[src/rtl/memory_hs_bank.sv]
// memory_hs_bank: single-port memory bank behind a valid/ready
// handshake with byte strobes, wait states, range error and clear.
module memory_hs_bank #(
  parameter int WIDTH       = 16,
  parameter int DEPTH       = 16,
  parameter int ADDR_WIDTH  = 4,
  parameter int WAIT_STATES = 1
) (
  input  logic                  clk_i,
  input  logic                  rst_i,
  input  logic                  valid_i,
  input  logic                  wr_rd_i,
  input  logic [ADDR_WIDTH-1:0] addr_i,
  input  logic [WIDTH-1:0]      wdata_i,
  input  logic [WIDTH/8-1:0]    wstrb_i,
  input  logic                  clr_i,
  output logic                  ready_o,
  output logic [WIDTH-1:0]      rdata_o,
  output logic                  rvalid_o,
  output logic                  err_o,
  output logic                  busy_o
);

  localparam int NB = WIDTH / 8;
  localparam logic [2:0] LP_WS =
    3'(WAIT_STATES);
  localparam logic [ADDR_WIDTH-1:0] LP_LAST =
    ADDR_WIDTH'(DEPTH - 1);

  typedef enum logic [1:0] {
    S_IDLE,
    S_WAIT,
    S_RESP,
    S_CLEAR
  } state_t;

  state_t r_state;
  state_t w_next;

  logic [2:0]            r_wcnt;
  logic [ADDR_WIDTH-1:0] r_ptr;
  logic [ADDR_WIDTH-1:0] r_addr;
  logic [WIDTH-1:0]      r_wdata;
  logic [NB-1:0]         r_wstrb;
  logic                  r_wr;
  logic                  r_oob;
  logic [WIDTH-1:0]      r_mem [DEPTH];

  logic                  w_accept;
  logic                  w_clr_go;
  logic                  w_enter_resp;
  logic [ADDR_WIDTH-1:0] w_addr;
  logic [WIDTH-1:0]      w_wdata;
  logic [NB-1:0]         w_wstrb;
  logic                  w_wr;
  logic                  w_in_range;
  logic                  w_mem_we;
  logic                  w_clr_we;

  // Next-state decode; clear wins over a request in IDLE.
  always_comb begin
    w_next       = r_state;
    w_accept     = 1'b0;
    w_clr_go     = 1'b0;
    w_enter_resp = 1'b0;
    case (r_state)
      S_IDLE: begin
        if (clr_i) begin
          w_clr_go = 1'b1;
          w_next   = S_CLEAR;
        end else if (valid_i) begin
          w_accept = 1'b1;
          if (LP_WS != 3'd0) begin
            w_next = S_WAIT;
          end else begin
            w_next       = S_RESP;
            w_enter_resp = 1'b1;
          end
        end
      end
      S_WAIT: begin
        if (r_wcnt <= 3'd1) begin
          w_next       = S_RESP;
          w_enter_resp = 1'b1;
        end
      end
      S_RESP: begin
        w_next = S_IDLE;
      end
      S_CLEAR: begin
        if (r_ptr == LP_LAST) begin
          w_next = S_IDLE;
        end
      end
      default: begin
        w_next = S_IDLE;
      end
    endcase
  end

  // With zero wait states the access uses the live payload.
  always_comb begin
    w_addr  = r_addr;
    w_wdata = r_wdata;
    w_wstrb = r_wstrb;
    w_wr    = r_wr;
    if (r_state == S_IDLE) begin
      w_addr  = addr_i;
      w_wdata = wdata_i;
      w_wstrb = wstrb_i;
      w_wr    = wr_rd_i;
    end
  end

  assign w_in_range = int'(w_addr) < DEPTH;
  assign w_mem_we   = rst_i & w_enter_resp
                    & w_wr & w_in_range;
  assign w_clr_we   = rst_i & (r_state == S_CLEAR);

  // State, payload latch, counters and read data.
  always_ff @(posedge clk_i or negedge rst_i) begin
    if (!rst_i) begin
      r_state <= S_IDLE;
      r_wcnt  <= '0;
      r_ptr   <= '0;
      r_addr  <= '0;
      r_wdata <= '0;
      r_wstrb <= '0;
      r_wr    <= 1'b0;
      r_oob   <= 1'b0;
      rdata_o <= '0;
    end else begin
      r_state <= w_next;
      if (w_accept) begin
        r_addr  <= addr_i;
        r_wdata <= wdata_i;
        r_wstrb <= wstrb_i;
        r_wr    <= wr_rd_i;
        r_wcnt  <= LP_WS;
      end else if (r_state == S_WAIT &&
                   r_wcnt != 3'd0) begin
        r_wcnt <= r_wcnt - 3'd1;
      end
      if (w_clr_go) begin
        r_ptr <= '0;
      end else if (r_state == S_CLEAR) begin
        if (r_ptr == LP_LAST) begin
          r_ptr <= '0;
        end else begin
          r_ptr <= r_ptr + 1'b1;
        end
      end
      if (w_enter_resp) begin
        r_oob <= ~w_in_range;
        if (!w_wr) begin
          if (w_in_range) begin
            rdata_o <= r_mem[w_addr];
          end else begin
            rdata_o <= '0;
          end
        end
      end
    end
  end

  // Storage array; contents deliberately survive reset.
  always_ff @(posedge clk_i) begin
    if (w_clr_we) begin
      r_mem[r_ptr] <= '0;
    end else if (w_mem_we) begin
      for (int k = 0; k < NB; k++) begin
        if (w_wstrb[k]) begin
          r_mem[w_addr][8*k +: 8] <=
            w_wdata[8*k +: 8];
        end
      end
    end
  end

  assign ready_o  = (r_state == S_RESP);
  assign rvalid_o = ready_o & ~r_wr;
  assign err_o    = ready_o & r_oob;
  assign busy_o   = (r_state == S_CLEAR);

endmodule

[config.mk]
export PLATFORM = sky130hd
export DESIGN_NAME = memory_hs_bank
export DESIGN_NICKNAME = d
export VERILOG_FILES = /design/src/rtl/memory_hs_bank.sv
export SDC_FILE = /design/constraint.sdc
export NUM_CORES = 1
export LEC_CHECK = 0
export CAP_MARGIN = 10
export CORE_UTILIZATION = 50
export CTS_CLUSTER_DIAMETER = 40
export DETAILED_ROUTE_END_ITERATION = 6
export PLACE_DENSITY = 0.67
export SLEW_MARGIN = 10
export SYNTH_ARGS = -nofsm -noshare
export SYNTH_HDL_FRONTEND = slang
export SYNTH_SLANG_ARGS = --single-unit
[constraint.sdc]
create_clock -name clk_i -period 4.1 [get_ports clk_i]
set_clock_uncertainty 0.2 [all_clocks]
set_input_delay 0.615 -clock clk_i [delete_from_list [all_inputs] [get_ports clk_i]]
set_output_delay 0.615 -clock clk_i [all_outputs]
set_load 0.01 [all_outputs]
=== Word level (Yosys, flattened, before mapping) ===
Memories as Yosys holds them, arrays and structs flattened. A register that Yosys moved wholly into a read port is not among the register bits.
Cells that the tools add are included.

* Memories: 1
* Logic and storage cells: 67
* Input port bits: 27
* Output and inout port bits: 20
* Memory bits (writable): 256
* Flip-flop bits (word level): 32

* Add/sub/neg operators: 2
* Reductions and logical operators: 9
* Mux-type cells: 34
* Order comparisons: 1
* Eq/ne operators: 7
* Bitwise logic cells: 6

{| class="wikitable"
|+ Memories
! memory !! depth !! bits a word !! rd ports !! clocked after memory_dff !! write ports !! RTL line !! text
|-
| r_mem || 16 || 16 || 1 || 1 || 1 || 47 || <nowiki>logic [WIDTH-1:0] r_mem [DEPTH];</nowiki>
|}

{| class="wikitable"
|+ Operator list
! operator !! count
|-
| $mux W16 || 2
|-
| $mux W4 || 5
|-
| $mux W1 || 18
|-
| $reduce_or A16 Y1 || 1
|-
| $mux W2 || 6
|-
| $pmux W2 S4 || 1
|-
| $mux W3 || 2
|-
| $add A4 B1 Y4 const B || 1
|-
| $and A1 B1 Y1 || 4
|-
| $eq A2 B2 Y1 const B || 2
|-
| $eq A4 B4 Y1 const B || 1
|-
| $reduce_bool A2 Y1 || 2
|-
| $le A3 B1 Y1 const B || 1
|-
| $ne A3 B3 Y1 const B || 1
|-
| $reduce_and A3 Y1 || 1
|-
| $reduce_bool A3 Y1 || 1
|-
| $sub A3 B1 Y3 const B || 1
|-
| $eq A2 B1 Y1 const B || 1
|-
| $logic_not A2 Y1 || 1
|-
| $ne A2 B1 Y1 const B || 1
|-
| $ne A2 B2 Y1 const B || 1
|-
| $not A1 Y1 || 2
|-
| $reduce_and A2 Y1 || 1
|-
| $logic_and A1 B1 Y1 || 1
|-
| $logic_not A1 Y1 || 1
|}

=== Longest topological paths before layout ===
* Depth after elaboration: 10
* Mapped depth: 11
* Mapped depth without buffers: 8

=== Worst setup path before layout ===
OpenSTA, ideal clock, no wires.

* Path type: reg-to-reg
* From: register r_state[1]
* To: memory r_mem[10][0], enable pin
* Buffers on the path: 3
* Stages on the path, launching flop included: 9
* Library setup time: 0.370 ns
* Data required time: 3.530 ns
* Period minus slack after synthesis: 2.880 ns
* Data arrival time: 2.309 ns
* Setup slack: 1.220 ns
* Cell sequence: dfrtp_1 -> buf_4 -> or2_1 -> buf_2 -> mux2i_1 -> a2111o_1 -> buf_4 -> o31a_2 -> nor2_1

* Longest elaborated chain between the ends: 9
* Elaborated cells on any way between the ends: 23
* Classes of those cells: eq/ne (2); mux (16); bitwise (3); reduce/logical (2)

{| class="wikitable"
|+ Ends and longest elaborated chain
! element !! RTL line !! text
|-
| start: declaration || 37 || <nowiki>state_t r_state;</nowiki>
|-
| start signal: assignment || 133 || <nowiki>r_state <= w_next;</nowiki>
|-
| $eq A2 B1 Y1 || 66 || <nowiki>case (r_state)</nowiki>
|-
| $mux W1 || n/a ||
|-
| $and A1 B1 Y1 || 116 || <nowiki>assign w_mem_we = rst_i & w_enter_resp</nowiki>
|-
| $and A1 B1 Y1 || 117 || <nowiki>& w_wr & w_in_range;</nowiki>
|-
| $mux W1 || 170 || <nowiki>end else if (w_mem_we) begin</nowiki>
|-
| $mux W1 || 168 || <nowiki>if (w_clr_we) begin</nowiki>
|-
| $mux W1 (not written as such) || 173 || <nowiki>r_mem[w_addr][8*k +: 8] <=</nowiki>
|-
| $reduce_or A16 Y1 (no line) || n/a ||
|-
| $mux W4 (no line) / $mux W2 (equally long branches) || n/a ||
|-
| end: declaration || 47 ||
|}

Parallel ways exist; a longest one is shown, timed or not.

=== Worst setup path after layout ===
* From: register r_state[0]
* To: memory r_mem[4][5], data pin

* Longest elaborated chain between the ends: 9
* Elaborated cells on any way between the ends: 20
* Classes of those cells: eq/ne (2); mux (13); bitwise (3); reduce/logical (2)

{| class="wikitable"
|+ Ends and longest elaborated chain
! element !! RTL line
|-
| $eq A2 B1 Y1 || 66
|-
| $mux W1 || n/a
|-
| $and A1 B1 Y1 || 116
|-
| $and A1 B1 Y1 || 117
|-
| $mux W1 || 170
|-
| $mux W1 || 168
|-
| $mux W1 (not written as such) || 173
|-
| $reduce_or A16 Y1 (no line) || n/a
|-
| $mux W16 (no line) (*) || n/a
|}

Mark *: on every way between the ends. The rest lies on a longest branch, timed or not.

==> impl_summary.txt <==
----------------------------------------------------
[Yosys]
  Total number of yosys warnings ... 0
  Mean area per synthesized cell ... 13.1 um^2
  Count of flip-flops with a built-in enable after synthesis ... 256
  Sequential element share of the synthesized area ... 70.9%
  Fraction of registers with async set or reset after synthesis ... 15.8%
  Summed instance area of the synthesized netlist ... 12,500 um^2
  Distinct cell type count of the synthesized netlist ... 53
  Leading area contributor after synthesis ... edfxtp_1
  Top cell type's share of synthesized area ... 61.3%
  Cell types with the largest area share after synthesis ... edfxtp_1, dfrtp_1, nand2_1, mux2_2, a21oi_1
  Synthesized instance count ... 960
  Register bit total from synthesis ... 304
  Number of nets produced by synthesis ... 991
  Main flop type after synthesis ... edfxtp_1

[Global route]
  Number of antenna violations at the first check in global routing ... 0
  Wire length of the first global-routing pass ... 45.7 mm
  Overall routing resource usage ... 23.3%
  Pin count of the biggest net entering global routing ... 77
  Number of global-route vias before repair ... 7,873
  Grt ovf ... 0

[Routing]
  Average wire per cell in the routed design ... 21.2 um
  Routed via count ... 8,137
  Detail-routed via count per cell ... 5.87
  Routed Antenna Nets ... 0
  DRT Wirelength ... 29.3 mm
  Remaining DRCs ... 0
  First-pass DRT Iterations ... 5
  Count of routing violations after the opening detailed-route iteration ... 810

[Placement]
  IO Port Bufs ... 45
  HPWL reported at the end of detailed placement ... 18.4 mm
  RePlAce Congestion ... 0.808

[Setup path]
  Capturing element type of the critical path ... flop
  FF-to-FF End ... r_mem[4][5]
  Arrival time of data at the critical path endpoint ... 3400 ps
  Type of the worst setup path ... reg -> reg
  Reg-to-reg slack, setup ... 640 ps
  Depth of the worst register-to-register path ... 5
  Critical Path Start Type ... flop
  Max FO, Critical Path ... 16
  Required arrival time at the worst endpoint ... 4040 ps
  R2R Path Start ... r_state[0]

[Timing]
  Worst slew slack as a fraction of its limit ... 23.0%
  Clock period minus final worst setup slack ... 3460 ps
  Total negative slack ... 0 ps
  Final clock period utilization by the worst path ... 84.5%
  RSZ-0062 raised after global routing ... no
  Max Transition Viols Final ... 0
  Highest clock rate ... 289 MHz
  Number of hold-slack violations in the final timing report ... 0
  Setup-failing EPs final ... 0
  Slew @ Worst Pin ... 1150 ps

[Floorplan]
  I/O pin cnt ... 47
  Chip width ... 160 um
  Die Outline Area ... 25,700 um^2
  Starting utilization of the core area ... 51.2%
  Number of rows in the core area ... 57
  Die height ... 160 um
  Core ar. ... 24,500 um^2

[Power and ir drop]
  Total power per unit cell area ... 713 nW/um^2
  Maximum vdd ir drop ... 415 uV
  Reported leakage power ... 5.27 nW

[Clock network]
  Sinks on Clock Net ... 304
  TritonCTS clock tree ... done
  Worst-path clk slew ... 60 ps
  Number of H-tree levels ... 2
  Number of gates resized after CTS ... 0
  Clock buffer count from CTS ... 37
  Clk root buf ... clkbuf_16
  Number of buffers inserted by post-CTS setup repair ... 0
  Largest buffer count on any clock path ... 3
  Worst skew pair latency ... 510 ps
  Hold buffers post-CTS ... 0

[Finish]
  Layout Area Growth over Synthesis ... 17.3%
  # diodes ... 0
  Most common library cell in the layout ignoring fill and taps ... edfxtp_1
  Number of nets in the layout ... 1,068
  Share of final-layout standard cells stronger than drive strength 1 ... 13.6%
  Commonest cells after routing, fill and taps aside ... edfxtp_1, nand2_1, nor2_1, a21oi_1
  Share of the core filled with cells in the final layout ... 60.1%

[Outcome]
  Outcome ... finished clean

[Job]
  Number of max-cap violations ... 0

[Min path]
  Min-delay worst type ... in -> async

----------------------------------------------------
-- worst max-delay path by stage --
| stage | start | to |
|---|---|---|
| floorplan | r_state[1] | r_mem[10][0] |
| global placement | wstrb_i[1] | r_mem[10][6] |
| detailed placement | wstrb_i[1] | r_mem[11][6] |
| CTS | r_state[0] | r_mem[1][6] |
| global route | r_state[0] | r_mem[3][8] |
| finish | r_state[0] | r_mem[4][5] |
-- metal layers --
metal	GRT usage, %	share of wire, %
met1	33.8	44
met3	3.74	7.2
met2	36.6	47
met4	6.41	1.6
met5	0	0
-- where the power goes --
| part | internal [W] | leakage, nW | switching (W) |
|---|---|---|---|
| clock | 0.00194 | 0.566 | 0.00120 |
| combinational | 0.00124 | 1.60 | 0.00222 |
| sequential | 0.00365 | 3.10 | 0.000237 |
| total | 0.00683 | 5.27 | 0.00365 |
-- worst max-delay path: stages, from the launching register on --
cell and delay [ps]:
dfrtp_1 530, or2_1 340, mux2i_1 140, a2111o_1 660, buf_4 320, a21oi_1 900
-- state kept, by name, summed over array words and instances, names as in the netlist --
name / cells
r_addr: 4
r_mem: 256
r_ptr: 4
r_state: 2
r_wcnt: 3
r_wdata: 16
r_wr: 1
r_wstrb: 2
rdata_o: 16
-- cell families (layout without fill, tap and decap cells) --
group	Yosys count	in the layout	synth area share (%)
multiplexers	50	50	4.33
XOR/XNOR	1	1	0.0699
flip-flops	304	304	70.9
adder cells (fa/ha/maj)	4	4	0.399
AO/OA/AOI/OAI	175	175	9.38
buffers and inverters	67	169	2.71
AND/OR/NAND/NOR	358	358	12.2
other	1	1	0.0299
-- cells in the mapped netlist (2+ instances only) --
master	count
nand2b_1	6
and2_1	3
nand3b_1	2
a211oi_1	2
o31a_2	2
nand3_1	32
buf_2	34
buf_6	3
nor3_1	22
edfxtp_1	256
nor2_1	63
clkbuf_1	13
a21oi_1	53
a31oi_1	5
dfrtp_1	48
nand4_1	17
nand2_1	204
ha_1	4
o21ai_1	14
a32oi_1	15
nor3b_1	2
o22ai_1	29
mux2i_1	25
inv_1	10
or3_1	2
o21ai_0	8
o31ai_1	2
o22a_1	2
buf_4	6
mux2_2	24
a221oi_1	30
-- final cells by class --
cell class,count,area [um^2]
clock buffers,48,977
clock inverters,16,206
fillers,1898,9760
inverters,10,37.5
multi-input cells,589,3340
flip-flops and latches,304,8890
well taps,324,405
repair buffers,95,846
-- through the flow --
stage	hold WS (ps)	worst slack (ps)	cells	cell area, um^2	power, W
CTS	133	557	1385	14700	0.0105
floorplan	119	1220	960	12500	0.00621
detailed placement	295	358	1321	13500	0.00736
global route	174	447	1386	14700	0.0110
global placement	291	460	1321	13500	0.00730
finish	108	637	1386	14700	0.0105
Note: power is estimated with default switching activity, not from simulation.
